<file path="src/rtl/magnitude_pkg.sv">
// Shared types for the magnitude max tracker: FSM state and frame result payload.
// MAGNITUDE_MAX_TRACKER_MIN_EN adds the frame-minimum fields to the result.
package magnitude_pkg;

  typedef enum logic [0:0] {
    EMPTY = 1'b0,
    ACC   = 1'b1
  } state_e;

  // Fields are sized for the widest supported configuration; the module narrows them.
  localparam int unsigned RES_DAT_W = 32;
  localparam int unsigned RES_IDX_W = 32;

`ifdef MAGNITUDE_MAX_TRACKER_MIN_EN
  typedef struct packed {
    logic [RES_DAT_W-1:0] max;
    logic [RES_IDX_W-1:0] idx;
    logic [RES_DAT_W-1:0] min;
    logic [RES_IDX_W-1:0] min_idx;
  } result_t;
`else
  typedef struct packed {
    logic [RES_DAT_W-1:0] max;
    logic [RES_IDX_W-1:0] idx;
  } result_t;
`endif

endpackage

</file>
<file path="src/rtl/magnitude_comparator_tree.sv">
// Unsigned a > b compare, resolved per SPLIT segments with the most significant differing segment deciding.
module magnitude_comparator_tree #(
  parameter int unsigned WIDTH = 4,
  parameter int unsigned SPLIT = 2
) (
  input  logic [WIDTH-1:0] i_a,
  input  logic [WIDTH-1:0] i_b,
  output logic             o_a
);

  localparam int unsigned NSEG = (SPLIT < 1) ? 1 : SPLIT;
  localparam int unsigned CW   = (WIDTH + NSEG - 1) / NSEG;
  localparam int unsigned PW   = CW * NSEG;

  logic [PW-1:0] a_p;
  logic [PW-1:0] b_p;

  assign a_p = PW'(i_a);
  assign b_p = PW'(i_b);

  // Later (more significant) differing segments override earlier verdicts.
  always_comb begin
    o_a = 1'b0;
    for (int unsigned s = 0; s < NSEG; s++) begin
      if (a_p[s*CW +: CW] != b_p[s*CW +: CW]) begin
        o_a = (a_p[s*CW +: CW] > b_p[s*CW +: CW]);
      end
    end
  end

endmodule

</file>
<file path="src/rtl/magnitude_max_tracker.sv">
// Streams framed unsigned samples and reports each frame's maximum and its first beat index.
// MAGNITUDE_MAX_TRACKER_MIN_EN additionally reports the frame minimum and its first index.
module magnitude_max_tracker #(
  parameter int unsigned WIDTH = 4,
  parameter int unsigned SPLIT = 2,
  parameter int unsigned IDX_W = 8
) (
  input  logic             clk,
  input  logic             rst_n,
  input  logic             i_vld,
  output logic             o_rdy,
  input  logic [WIDTH-1:0] i_dat,
  input  logic             i_lst,
  output logic             o_vld,
  input  logic             i_rdy,
  output logic [WIDTH-1:0] o_max,
  output logic [IDX_W-1:0] o_idx
`ifdef MAGNITUDE_MAX_TRACKER_MIN_EN
  ,
  output logic [WIDTH-1:0] o_min,
  output logic [IDX_W-1:0] o_min_idx
`endif
);

  import magnitude_pkg::*;

  state_e           state_q, state_d;
  logic [WIDTH-1:0] run_max_q, run_max_d;
  logic [IDX_W-1:0] run_idx_q, run_idx_d;
  logic [IDX_W-1:0] cnt_q, cnt_d;
  logic             vld_d;
  result_t          res_d;
  logic             accept;
  logic             first_beat;
  logic             gt_max;
  logic [WIDTH-1:0] upd_max;
  logic [IDX_W-1:0] upd_idx;
  logic             unused_res;

  assign o_rdy      = !o_vld || i_rdy;
  assign accept     = i_vld && o_rdy;
  assign first_beat = (state_q == EMPTY);
  assign unused_res = ^res_d;

  magnitude_comparator_tree #(
    .WIDTH (WIDTH),
    .SPLIT (SPLIT)
  ) u_cmp_max (
    .i_a (i_dat),
    .i_b (run_max_q),
    .o_a (gt_max)
  );

  assign upd_max = (first_beat || gt_max) ? i_dat : run_max_q;
  assign upd_idx = first_beat ? '0 : (gt_max ? cnt_q : run_idx_q);

`ifdef MAGNITUDE_MAX_TRACKER_MIN_EN
  logic [WIDTH-1:0] run_min_q, run_min_d;
  logic [IDX_W-1:0] run_min_idx_q, run_min_idx_d;
  logic             lt_min;
  logic [WIDTH-1:0] upd_min;
  logic [IDX_W-1:0] upd_min_idx;

  magnitude_comparator_tree #(
    .WIDTH (WIDTH),
    .SPLIT (SPLIT)
  ) u_cmp_min (
    .i_a (run_min_q),
    .i_b (i_dat),
    .o_a (lt_min)
  );

  assign upd_min     = (first_beat || lt_min) ? i_dat : run_min_q;
  assign upd_min_idx = first_beat ? '0 : (lt_min ? cnt_q : run_min_idx_q);
`endif

  // Next-state and result capture.
  always_comb begin
    state_d     = state_q;
    run_max_d   = run_max_q;
    run_idx_d   = run_idx_q;
    cnt_d       = cnt_q;
    vld_d       = o_vld;
    res_d       = '0;
    res_d.max   = RES_DAT_W'(o_max);
    res_d.idx   = RES_IDX_W'(o_idx);
`ifdef MAGNITUDE_MAX_TRACKER_MIN_EN
    run_min_d     = run_min_q;
    run_min_idx_d = run_min_idx_q;
    res_d.min     = RES_DAT_W'(o_min);
    res_d.min_idx = RES_IDX_W'(o_min_idx);
`endif

    if (o_vld && i_rdy) begin
      vld_d = 1'b0;
    end

    if (accept) begin
      run_max_d = upd_max;
      run_idx_d = upd_idx;
      cnt_d     = first_beat ? IDX_W'(1) : cnt_q + IDX_W'(1);
`ifdef MAGNITUDE_MAX_TRACKER_MIN_EN
      run_min_d     = upd_min;
      run_min_idx_d = upd_min_idx;
`endif
      if (i_lst) begin
        state_d   = EMPTY;
        vld_d     = 1'b1;
        res_d.max = RES_DAT_W'(upd_max);
        res_d.idx = RES_IDX_W'(upd_idx);
`ifdef MAGNITUDE_MAX_TRACKER_MIN_EN
        res_d.min     = RES_DAT_W'(upd_min);
        res_d.min_idx = RES_IDX_W'(upd_min_idx);
`endif
      end else begin
        state_d = ACC;
      end
    end
  end

  always_ff @(posedge clk or negedge rst_n) begin
    if (!rst_n) begin
      state_q   <= EMPTY;
      run_max_q <= '0;
      run_idx_q <= '0;
      cnt_q     <= '0;
      o_vld     <= 1'b0;
      o_max     <= '0;
      o_idx     <= '0;
    end else begin
      state_q   <= state_d;
      run_max_q <= run_max_d;
      run_idx_q <= run_idx_d;
      cnt_q     <= cnt_d;
      o_vld     <= vld_d;
      o_max     <= res_d.max[WIDTH-1:0];
      o_idx     <= res_d.idx[IDX_W-1:0];
    end
  end

`ifdef MAGNITUDE_MAX_TRACKER_MIN_EN
  always_ff @(posedge clk or negedge rst_n) begin
    if (!rst_n) begin
      run_min_q     <= '0;
      run_min_idx_q <= '0;
      o_min         <= '0;
      o_min_idx     <= '0;
    end else begin
      run_min_q     <= run_min_d;
      run_min_idx_q <= run_min_idx_d;
      o_min         <= res_d.min[WIDTH-1:0];
      o_min_idx     <= res_d.min_idx[IDX_W-1:0];
    end
  end
`endif

endmodule

</file>
<file path="config.mk">
export PLATFORM = sky130hd
export DESIGN_NAME = magnitude_max_tracker
export DESIGN_NICKNAME = d
export VERILOG_FILES = /design/src/rtl/magnitude_pkg.sv /design/src/rtl/magnitude_comparator_tree.sv /design/src/rtl/magnitude_max_tracker.sv
export SDC_FILE = /design/constraint.sdc
export NUM_CORES = 1
export LEC_CHECK = 0
export BUFFER_PORTS_ARGS = -buffer_cell sky130_fd_sc_hd__buf_2
export CAP_MARGIN = 20
export CORE_ASPECT_RATIO = 1.25
export CORE_MARGIN = 1.5
export CORE_UTILIZATION = 54
export DETAILED_ROUTE_END_ITERATION = 8
export GPL_TIMING_DRIVEN = 1
export PLACE_DENSITY = 0.75
export SLEW_MARGIN = 10
export SYNTH_ARGS = -nofsm -noshare
export SYNTH_HDL_FRONTEND = slang
export SYNTH_SLANG_ARGS = --single-unit
</file>
<file path="constraint.sdc">
create_clock -name clk -period 2.3 [get_ports clk]
set_input_delay 0.23 -clock clk [delete_from_list [all_inputs] [get_ports clk]]
set_output_delay 0.23 -clock clk [all_outputs]
set_load 0.02 [all_outputs]
</file>
==> out/results.tsv, run 1 <==
stage	metric	value	unit
logic_synthesis	Synth async-reset ratio	100.0	%
sta	Slew headroom	49.59	%
die	Ports	23	
sta	final hold violation count	0	
sta	WHS	0.007617	ns
die	FP Rows	24	
final_layout	final core occ	59.86	%
final_layout	ant diodes	0	
logic_synthesis	top cell type's share of synthesized area	44.44	%
critical_path	crit path DAT	2.15	ns
final_layout	nets	215	
power_and_ir_drop	Comb pwr share	44.6	%
logic_synthesis	Post-Syn Area	1914	um^2
die	Die W	56.26	um
critical_path	Worst EP required	2.47	ns
final_layout	Area Growth Syn to Fin	7.974	%
critical_path	kind of critical path	reg2reg	
sta	Peak Freq	506.0	MHz
placement	placed cells	233	
final_layout	filler instances	308	
clock_tree	worst-skew pair later-pin latency	0.29	ns
logic_synthesis	Seq/Total Area, Yosys	44.44	%
critical_path	FF-to-FF setup slack	0.32	ns
final_layout	fin cells	241	
logic_synthesis	library cells used by synthesis	40	
global_routing	grt total ovfl	0	
global_routing	All-Layer GR Usage	23.08	%
clock_tree	Worst-path clk slew	0.07	ns
sta	setup violators final	0	
drt	DR WL/cell	17.43	um
clock_tree	post-CTS setup buffer count	0	
sta	Pins Over Slew Limit	0	
power_and_ir_drop	sequential share of power	38.7	%
global_routing	vias in the first global route	1498	
sta	Clock Skew	0.004627	ns
clock_tree	post-CTS sizing	0	
logic_synthesis	most common library cells after synthesis	34 x dfrtp_1, 26 x nand3_1, 24 x nand2_1	
logic_synthesis	Syn Area/Cell	10.24	um^2
die	Die Y	69.57	um
logic_synthesis	most common cell in the synthesized netlist	dfrtp_1	
final_layout	Final Cell Area	2067	um^2
sta	RSZ-0062 raised after global routing	false	
worst_hold_path	Hold Crit Class	in2async	
die	Starting Density	55.43	%
power_and_ir_drop	Static Leak	0.9082	nW
run	total of max-cap violations	0	
logic_synthesis	Post-Syn Nets	201	
global_routing	first-pass GRT wire length	7.017	mm
drt	Routed WL	4.201	mm
placement	Port Buffers	22	
global_routing	initial antenna violation count	0	
die	Total Die Area	3914	um^2
clock_tree	clock sinks	34	
global_routing	largest net degree at the start of global routing	35	
drt	drt pass-1 iters	4	
logic_synthesis	cell count after synthesis	187	
final_layout	layout cell share with drive strength beyond 1	23.27	%
logic_synthesis	most used flip-flop cell after synthesis	dfrtp_1	
clock_tree	hold bufs inserted after CTS	0	
clock_tree	CTS HTree Levels	2	
power_and_ir_drop	switch share	42.99	%
logic_synthesis	number of enable flip-flop cells after synthesis	0	
sta	fin crit share	85.92	%
power_and_ir_drop	Max VDD drop	0.7799	mV
drt	vias	1549	
power_and_ir_drop	Pint	1.544	mW
logic_synthesis	Syn. warnings	0	
clock_tree	clk root buf	clkbuf_8	
power_and_ir_drop	clock group share of total power	16.7	%
drt	Initial DRC Count	120	
critical_path	Worst Reg2Reg Path Length in Cells	6	
critical_path	Reg-to-Reg Start	run_max_q[1]	
critical_path	Setup crit end kind	register	
drt	Vias/cell	6.427	
die	core area	3453	um^2
logic_synthesis	Area contributors post-synth	dfrtp_1 44%, nand3_1 6.8%, nand2_1 4.7%	
drt	# DRC	0	
sta	fin crit period	1.976	ns
drt	ANT nets after route	0	
sta	Worst Max-Slew Pin Slew	0.7561	ns
critical_path	worst setup path startpoint	run_max_q[1]	
sta	setup TNS	0	ns
logic_synthesis	area leader, netlist	dfrtp_1	
critical_path	Critical Path Source Type	register	
placement	Placed Area	1976	um^2
power_and_ir_drop	NetSw	1.165	mW
clock_tree	Max Root-Sink Buffers	2	
critical_path	Max Fanout on Critical Path	13	
clock_tree	TritonCTS clock tree	done	
clock_tree	CTS Buf Count	5	
placement	HPWL Detailed	2.958	mm
critical_path	RR Endpoint	run_max_q[0]	
power_and_ir_drop	Pwr per Cell Area	1311	nW/um^2
placement	gpl congestion	0.9184	
logic_synthesis	post-synthesis register bit count	34	
run_status	status	completed	
==> flip-flops by register name, summed over array words and instances (netlist names) <==
signal,flops
o_vld,1
o_idx,8
state_q,1
o_max,4
run_idx_q,8
cnt_q,8
run_max_q,4
==> kinds of logic (layout without fill, tap and decap cells) <==
group | count (synthesis) | after routing | share of synthesized area (%)
AND/OR/NAND/NOR | 69 | 69 | 19.28
AO/OA/AOI/OAI | 48 | 48 | 21.83
flip-flops | 34 | 34 | 44.44
buffers and inverters | 24 | 39 | 7.255
multiplexers | 7 | 7 | 3.921
adder cells (fa/ha/maj) | 5 | 5 | 3.268
==> cell usage in the layout, fill, tap and decap left out, drive strengths merged <==
master | Yosys | layout
a31oi | 3 | 3
o211ai | 8 | 8
o21a | 2 | 2
mux2i | 3 | 3
mux2 | 4 | 4
a22o | 4 | 4
clkbuf | 5 | 7
o221ai | 8 | 8
o31ai | 4 | 4
and2 | 1 | 1
o2111a | 1 | 1
nor2b | 2 | 2
or4 | 2 | 2
o2111ai | 9 | 9
nand3b | 1 | 1
inv | 7 | 7
o21ai | 3 | 3
nand2 | 25 | 25
nand4 | 2 | 2
and3 | 3 | 3
dfrtp | 34 | 34
nand3 | 27 | 27
nand2b | 1 | 1
clkinv | 0 | 1
ha | 5 | 5
a41oi | 2 | 2
a21oi | 4 | 4
nor2 | 5 | 5
buf | 12 | 24
==> power groups by stage <==
stage	sequential [mW]	combinational (mW)	clock, mW
finish	1.05	1.21	0.452
global route	1.07	1.32	0.489
CTS	1.04	1.21	0.457
detailed placement	1.05	1.20	0
global placement	1.04	1.15	0
floorplan	1.09	0.927	0
==> through the flow <==
| stage | total power [mW] | setup slack [ns] |
|---|---|---|
| finish | 2.709 | 0.3239 |
| global route | 2.888 | 0.2376 |
| CTS | 2.712 | 0.3331 |
| detailed placement | 2.255 | 0.3548 |
| global placement | 2.196 | 0.4450 |
| floorplan | 2.016 | 0.6354 |
==> layout make-up <==
cell class / instances / area (um^2) / area share [%]
clock inverters: 1 / 5.005 / 0.2421
clock buffers: 7 / 86.33 / 4.177
inverters: 7 / 26.28 / 1.271
repair buffers: 24 / 125.1 / 6.053
flip-flops and latches: 34 / 850.8 / 41.16
well taps: 39 / 48.80 / 2.361
multi-input cells: 129 / 924.6 / 44.73
==> critical path: stages (launching register included) <==
cell       delay [ns]
dfrtp_1          0.38
inv_1            0.05
ha_1             0.29
nor2b_4          0.17
o2111ai_4        0.25
a31oi_4          0.34
mux2_2           0.37
==> metal layers <==
| layer | GRT usage (%) | routed length (um) | vias up | part of all wire [%] |
|---|---|---|---|---|
| met5 | 0 | 0 | - | 0 |
| met4 | 11.11 | 49 | 0 | 1.2 |
| met3 | 6.343 | 207 | 6 | 4.9 |
| met2 | 36.73 | 2121 | 45 | 50 |
| met1 | 28.82 | 1822 | 764 | 43 |
| li1 | - | - | 734 | - |
==> how the worst max path moves through the flow <==
stage               cells past startpoint  slack, ns           end
detailed placement                      6       0.35  run_max_q[3]
floorplan                               6       0.64  run_max_q[0]
global placement                        6       0.44  run_max_q[1]
finish                                  6       0.32  run_max_q[0]
global route                            6       0.24  run_max_q[0]
CTS                                     6       0.33  run_max_q[0]
No activity file was read; power rests on OpenSTA's default activity.
==> inputs of run 2 (changes only) <==
--- a/config.mk
+++ b/config.mk
@@ -12,8 +12,10 @@
 export CORE_UTILIZATION = 54
 export DETAILED_ROUTE_END_ITERATION = 8
 export GPL_TIMING_DRIVEN = 1
+export MAX_ROUTING_LAYER = met4
 export PLACE_DENSITY = 0.75
 export SLEW_MARGIN = 10
 export SYNTH_ARGS = -nofsm -noshare
 export SYNTH_HDL_FRONTEND = slang
+export SYNTH_HIERARCHICAL = 1
 export SYNTH_SLANG_ARGS = --single-unit
==> run 2 against run 1 <==
Area after synthesis down 3.7%. Hold slack improved by 0.0030 ns. Final cell count is 4.1% lower. Clock-buffer cell count stayed put. Via count decreased by 9.4%. Critical path depth increased by 3. Synthesized cell count is 8.0% lower. Maximum frequency shrank 8.7%. Largest cell class unchanged. Global-route usage decreased by 0.28 points. Wire length is 7.8% lower. Core utilization grew 3.9 points. Sequential cell count is the same.
==> out/results.tsv, run 2 <==
stage	metric	value	unit	change
die	Die W	55.26	um	-1.8%
logic_synthesis	Post-Syn Nets	186		-7.5%
sta	Worst Max-Slew Pin Slew	0.8593	ns	+0.1032 ns
logic_synthesis	library cells used by synthesis	36		-10%
drt	ANT nets after route	0		unchanged
clock_tree	clk root buf	clkbuf_8		
global_routing	All-Layer GR Usage	22.80	%	-0.28 points
drt	DR WL/cell	16.76	um	-3.8%
final_layout	Area Growth Syn to Fin	11.54	%	
final_layout	largest registers	cnt_q x8, o_idx x8, run_idx_q x8		
final_layout	most common cell after layout, fill and taps aside	dfrtp_1		
logic_synthesis	number of enable flip-flop cells after synthesis	0		unchanged
logic_synthesis	Area contributors post-synth	dfrtp_1 46%, mux2_4 6.5%, o31ai_1 4.1%		
logic_synthesis	most common cell in the synthesized netlist	dfrtp_1		
logic_synthesis	area leader, netlist	dfrtp_1		
final_layout	most frequent cells in the layout	34 x dfrtp_1, 22 x buf_2, 13 x nand2_1		
logic_synthesis	Syn Area/Cell	10.72	um^2	+4.7%
sta	RSZ-0062 raised after global routing	false		
sta	fin crit period	2.165	ns	+0.1885 ns
run	total of max-cap violations	0		unchanged
final_layout	ant diodes	0		unchanged
global_routing	largest net degree at the start of global routing	35		unchanged
sta	Slew headroom	42.45	%	-7.1 points
clock_tree	TritonCTS clock tree	done		
global_routing	first-pass GRT wire length	6.320	mm	-9.9%
sta	setup violators final	0		unchanged
die	Total Die Area	3775	um^2	-3.5%
clock_tree	worst-skew pair later-pin latency	0.28	ns	about the same
global_routing	initial antenna violation count	0		unchanged
die	FP Rows	23		-4.2%
clock_tree	CTS HTree Levels	2		unchanged
logic_synthesis	top cell type's share of synthesized area	46.16	%	+1.7 points
logic_synthesis	post-synthesis register bit count	34		unchanged
sta	Pins Over Slew Limit	0		unchanged
die	core area	3223	um^2	-6.7%
logic_synthesis	cell count after synthesis	172		-8.0%
clock_tree	clock sinks	34		unchanged
logic_synthesis	Post-Syn Area	1843	um^2	-3.7%
critical_path	Setup crit end kind	register		
final_layout	layout cell share with drive strength beyond 1	27.84	%	+4.6 points
drt	Vias/cell	6.078		-5.4%
sta	final hold violation count	0		unchanged
placement	Placed Area	1964	um^2	-0.57%
logic_synthesis	most used flip-flop cell after synthesis	dfrtp_1		
drt	Initial DRC Count	30		-75%
sta	fin crit share	94.12	%	+8.2 points
clock_tree	post-CTS sizing	0		unchanged
run_status	status	completed		
sta	setup TNS	0	ns	unchanged
power_and_ir_drop	Static Leak	0.9644	nW	+6.2%
clock_tree	Max Root-Sink Buffers	2		unchanged
critical_path	crit path DAT	2.33	ns	+0.18 ns
logic_synthesis	Synth async-reset ratio	100.0	%	unchanged
clock_tree	CTS Buf Count	5		unchanged
logic_synthesis	Seq/Total Area, Yosys	46.16	%	+1.7 points
clock_tree	Worst-path clk slew	0.07	ns	about the same
clock_tree	hold bufs inserted after CTS	0		unchanged
placement	Port Buffers	22		unchanged
drt	vias	1404		-9.4%
sta	Peak Freq	462.0	MHz	-8.7%
final_layout	nets	207		-3.7%
critical_path	Max Fanout on Critical Path	17		+4
placement	HPWL Detailed	2.650	mm	-10%
die	Ports	23		unchanged
power_and_ir_drop	Pwr per Cell Area	1192	nW/um^2	-9.0%
final_layout	Final Cell Area	2056	um^2	-0.54%
critical_path	kind of critical path	reg2reg		
drt	# DRC	0		unchanged
clock_tree	post-CTS setup buffer count	0		unchanged
logic_synthesis	most common library cells after synthesis	34 x dfrtp_1, 13 x nand2_1, 12 x a21oi_1		
die	Starting Density	57.18	%	+1.7 points
global_routing	vias in the first global route	1371		-8.5%
die	Die Y	68.32	um	-1.8%
drt	Routed WL	3.872	mm	-7.8%
global_routing	grt total ovfl	0		unchanged
drt	drt pass-1 iters	4		unchanged
sta	Clock Skew	0.002986	ns	-0.001641 ns
critical_path	Worst EP required	2.47	ns	about the same
logic_synthesis	Syn. warnings	6		+6
power_and_ir_drop	Max VDD drop	1.004	mV	+29%
placement	gpl congestion	0.8370		-8.9%
critical_path	Worst Reg2Reg Path Length in Cells	9		+3
worst_hold_path	Hold Crit Class	in2async		
critical_path	Critical Path Source Type	register		
## run 2: cell count changes in the layout (fill, tap and decap cells not counted), moves of 8 or more
cell | before | now
a21oi_1 | 4 | 12
mux2_4 | 0 | 8
nand2_1 | 24 | 13
nand3_1 | 26 | 3
o2111ai_1 | 8 | 0
o221ai_1 | 8 | 0
## run 2: layout make-up
class / count / area (um^2)
fillers: 266 / 1167
multi-input cells: 117 / 889.6
flip-flops and latches: 34 / 850.8
repair buffers: 27 / 147.6
clock buffers: 7 / 86.33
well taps: 37 / 46.29
inverters: 8 / 30.03
clock inverters: 1 / 5.005
## run 2: worst paths after layout
path	start	end	slack (ns)
max	run_max_q[3]	o_idx[6]	0.14
min	rst_n	cnt_q[4]	0.01
max reg2reg	run_max_q[3]	o_idx[6]	0.14
min reg2reg	o_idx[1]	o_idx[1]	0.50
max in group asynchronous	rst_n	cnt_q[7]	1.82
min in group clk	i_dat[2]	run_max_q[2]	0.21
## run 2: metrics by stage
step                setup slack, ns  utilization (%)  cells  hold WS (ns)  power (mW)
finish                       0.1353            63.78    231       0.01060       2.451
global route              0.0005096            63.78    231       0.07721       2.616
CTS                          0.1428            63.78    231       0.03554       2.466
detailed placement           0.1620            60.95    223        0.3425       2.007
global placement             0.2509            60.95    223        0.3307       1.948
floorplan                    0.2163                -    172      -0.06559       1.750
## run 2: kinds of logic after synthesis
group	synth area share (%)
flops	46.16
buf+inv	5.566
simple gates	12.83
compound gates	19.28
mux	12.76
fa+ha+maj	3.394
## run 2: report_power, final
part	switching, mW	internal, mW	total [mW]
combinational	0.531	0.502	1.03
sequential	0.173	0.793	0.966
clock	0.210	0.241	0.451
## run 2: worst max-delay path: stages, from the launching register on
cell and delay [ns]:
dfrtp_1 0.38, inv_1 0.05, ha_1 0.30, nor2b_1 0.16
a211oi_1 0.06, a31oi_1 0.30, buf_4 0.28, mux2i_1 0.20
nor2_1 0.05, mux2_4 0.26
## run 2: layer usage
layer,track usage (%),part of all wire (%),up-vias,routed length (um)
met4,10.98,2.4,0,91
met3,5.293,3.7,12,142
met2,39.14,50,33,1936
li1,-,-,671,-
met5,-,0,-,0
met1,25.39,44,688,1702
==> inputs of run 3 (changes only) <==
==> constraint.sdc (replaced) <==
create_clock -name clk -period 2.15 [get_ports clk]
set_input_delay 0.215 -clock clk [delete_from_list [all_inputs] [get_ports clk]]
set_output_delay 0.215 -clock clk [all_outputs]
set_load 0.02 [all_outputs]
==> run 3 against run 2 <==
The run now ends with hold timing left. Combinational power increased by 20%. Critical path depth decreased by 1. Total power increased by 13%. Design area increased by 3.3%. Sequential share of layout area decreased by 1.3 points. Sequential cell count unchanged. Final cell count increased by 1.3%. Core utilization increased by 2.1 points. Hold slack got worse by 0.021 ns. Setup slack got worse by 0.072 ns.
==> out/results.tsv, run 3 (synthesis gave the netlist of run 2 again) <==
stage	metric	value	unit	change
run_status	status	complete, but fails checks		
run_status	failing checks	hold timing		
die	Ports	23		unchanged
final_layout	most common cell after layout, fill and taps aside	dfrtp_1		
die	core area	3223	um^2	unchanged
die	Die Y	68.32	um	unchanged
sta	Slew headroom	50.06	%	+7.6 points
drt	M1 wire length	1.680	mm	-1.3%
global_routing	grt total ovfl	0		unchanged
critical_path	Max Fanout on Critical Path	4		-13
sta	setup violators final	0		unchanged
drt	vias	1419		+1.1%
drt	DR WL/cell	17.06	um	+1.8%
sta	Clock Skew	0.009714	ns	+0.006728 ns
power_and_ir_drop	Pwr per Cell Area	1302	nW/um^2	+9.2%
drt	Initial DRC Count	28		-6.7%
critical_path	kind of critical path	reg2reg		
sta	WHS	-0.01035	ns	-0.02094 ns
critical_path	crit path DAT	2.26	ns	-0.07 ns
die	Die W	55.26	um	unchanged
clock_tree	CTS HTree Levels	2		unchanged
critical_path	FF-to-FF setup slack	0.06	ns	-0.07 ns
final_layout	Area Growth Syn to Fin	15.21	%	
final_layout	ant diodes	0		unchanged
final_layout	nets	210		+1.4%
sta	Pins Over Slew Limit	0		unchanged
final_layout	largest registers	cnt_q x8, o_idx x8, run_idx_q x8		
run	total of max-cap violations	0		unchanged
critical_path	critical path's slowest cell	dfrtp_1		
sta	fin crit period	2.087	ns	-0.07775 ns
final_layout	layout cell share with drive strength beyond 1	30.46	%	+2.6 points
critical_path	Setup crit end kind	register		
global_routing	vias in the first global route	1406		+2.6%
clock_tree	Max Root-Sink Buffers	2		unchanged
worst_hold_path	Hold Crit Class	in2async		
clock_tree	clock sinks	34		unchanged
critical_path	CP peak stage delay	0.39	ns	about the same
sta	Worst Max-Slew Pin Slew	0.7492	ns	-0.1102 ns
placement	Placed Area	1984	um^2	+1.0%
power_and_ir_drop	Static Leak	0.9837	nW	+2.0%
sta	final hold violation count	30		+30
die	FP Rows	23		unchanged
critical_path	Worst EP required	2.33	ns	-0.14 ns
drt	Met3 Routed Length	94	um	-34%
critical_path	Buf/Inv on CP	1		-1
critical_path	Reg-to-Reg Start	run_max_q[1]		
critical_path	CP Cell Sequence	inv_1 > ha_1 > nor2b_2 > o21ai_1 > a31oi_4 > nor2b_4 > or3_4 > mux2_4		
die	Starting Density	57.18	%	unchanged
critical_path	Worst Reg2Reg Path Length in Cells	8		-1
global_routing	first-pass GRT wire length	6.720	mm	+6.3%
drt	Vias/cell	6.064		-0.23%
critical_path	RR Endpoint	run_max_q[1]		
clock_tree	CTS Buf Count	5		unchanged
sta	fin crit share	97.07	%	+2.9 points
global_routing	largest net degree at the start of global routing	35		unchanged
placement	HPWL Detailed	2.786	mm	+5.2%
drt	drt pass-1 iters	4		unchanged
clock_tree	worst-skew pair later-pin latency	0.29	ns	about the same
power_and_ir_drop	PnR Total Power	2.764	mW	+13%
die	Total Die Area	3775	um^2	unchanged
drt	# DRC	0		unchanged
critical_path	cell family with most CP delay	simple AND/OR/NAND/NOR gates		
drt	Met2 Wirelength	2.163	mm	+12%
final_layout	Final Cell Area	2123	um^2	+3.3%
global_routing	All-Layer GR Usage	23.58	%	+0.78 points
drt	Max Used Layer	met4		
power_and_ir_drop	Max VDD drop	0.9317	mV	-7.2%
drt	Routed WL	3.992	mm	+3.1%
clock_tree	Worst-path clk slew	0.07	ns	about the same
sta	setup TNS	0	ns	unchanged
clock_tree	clk root buf	clkbuf_8		
final_layout	most frequent cells in the layout	34 x dfrtp_1, 23 x buf_2, 13 x nand2_1		
critical_path	Critical Path Source Type	register		
drt	ANT nets after route	0		unchanged
placement	gpl congestion	0.8042		-3.9%
sta	RSZ-0062 raised after global routing	false		
sta	Peak Freq	479.2	MHz	+3.7%
global_routing	initial antenna violation count	0		unchanged
placement	Port Buffers	22		unchanged
clock_tree	TritonCTS clock tree	done		
-- run 3: routing by layer --
layer	vias up	GRT usage [%]
met5	-	-
met4	0	6.707
met3	7	4.915
met2	22	41.96
met1	710	27.26
li1	680	-
-- run 3: how the worst max path moves through the flow --
stage / from / to / slack (ns) / depth (start not counted)
2_1_floorplan: run_max_q[1] / run_max_q[0] / 0.07 / 10
3_3_place_gp: run_max_q[1] / o_idx[6] / 0.09 / 9
3_5_place_dp: run_max_q[1] / o_idx[6] / -0.03 / 9
4_1_cts: run_max_q[1] / o_idx[6] / 0.01 / 9
5_1_grt: run_max_q[1] / o_idx[6] / 0.003 / 9
6_report: run_max_q[1] / run_max_q[1] / 0.06 / 8
-- run 3: power breakdown --
| group | internal [mW] | switching, mW |
|---|---|---|
| sequential | 0.848 | 0.179 |
| combinational | 0.612 | 0.630 |
| clock | 0.257 | 0.237 |
-- run 3: cell type report --
| type | count | area (um^2) |
|---|---|---|
| inverter | 8 | 30.03 |
| multi-input combinational | 117 | 917.1 |
| clock inverter | 2 | 12.51 |
| fill | 258 | 1100 |
| timing repair buffer | 30 | 183.9 |
| tap | 37 | 46.29 |
| clock buffer | 6 | 82.58 |
| sequential | 34 | 850.8 |
-- run 3: what timing repair did --
| item | 4_1_cts | 5_1_grt |
|---|---|---|
| buffers inserted | 0 | 1 |
| gates cloned | 0 | 1 |
| resized for setup | 1 | 3 |
| hold buffers | 0 | 0 |
| endpoints found under the setup margin | 5 | 16 |
| pin swaps | 0 | 1 |
-- run 3: worst register-to-register path: stages (launching register included) --
cell	delay [ns]
dfrtp_1	0.39
inv_1	0.06
ha_1	0.29
nor2b_2	0.14
o21ai_1	0.11
a31oi_4	0.22
nor2b_4	0.07
or3_4	0.38
mux2_4	0.32
-- run 3: per-stage QoR --
| step | worst slack (ns) | util, % | hold slack [ns] | cells |
|---|---|---|---|---|
| floorplan | 0.06630 | - | -0.08059 | 172 |
| global placement | 0.09276 | 61.57 | 0.3188 | 224 |
| global route | 0.002978 | 65.88 | 0.06753 | 234 |
| finish | 0.06308 | 65.88 | -0.01035 | 234 |
| CTS | 0.01408 | 64.71 | 0.009695 | 232 |
| detailed placement | -0.02605 | 61.57 | 0.3235 | 224 |
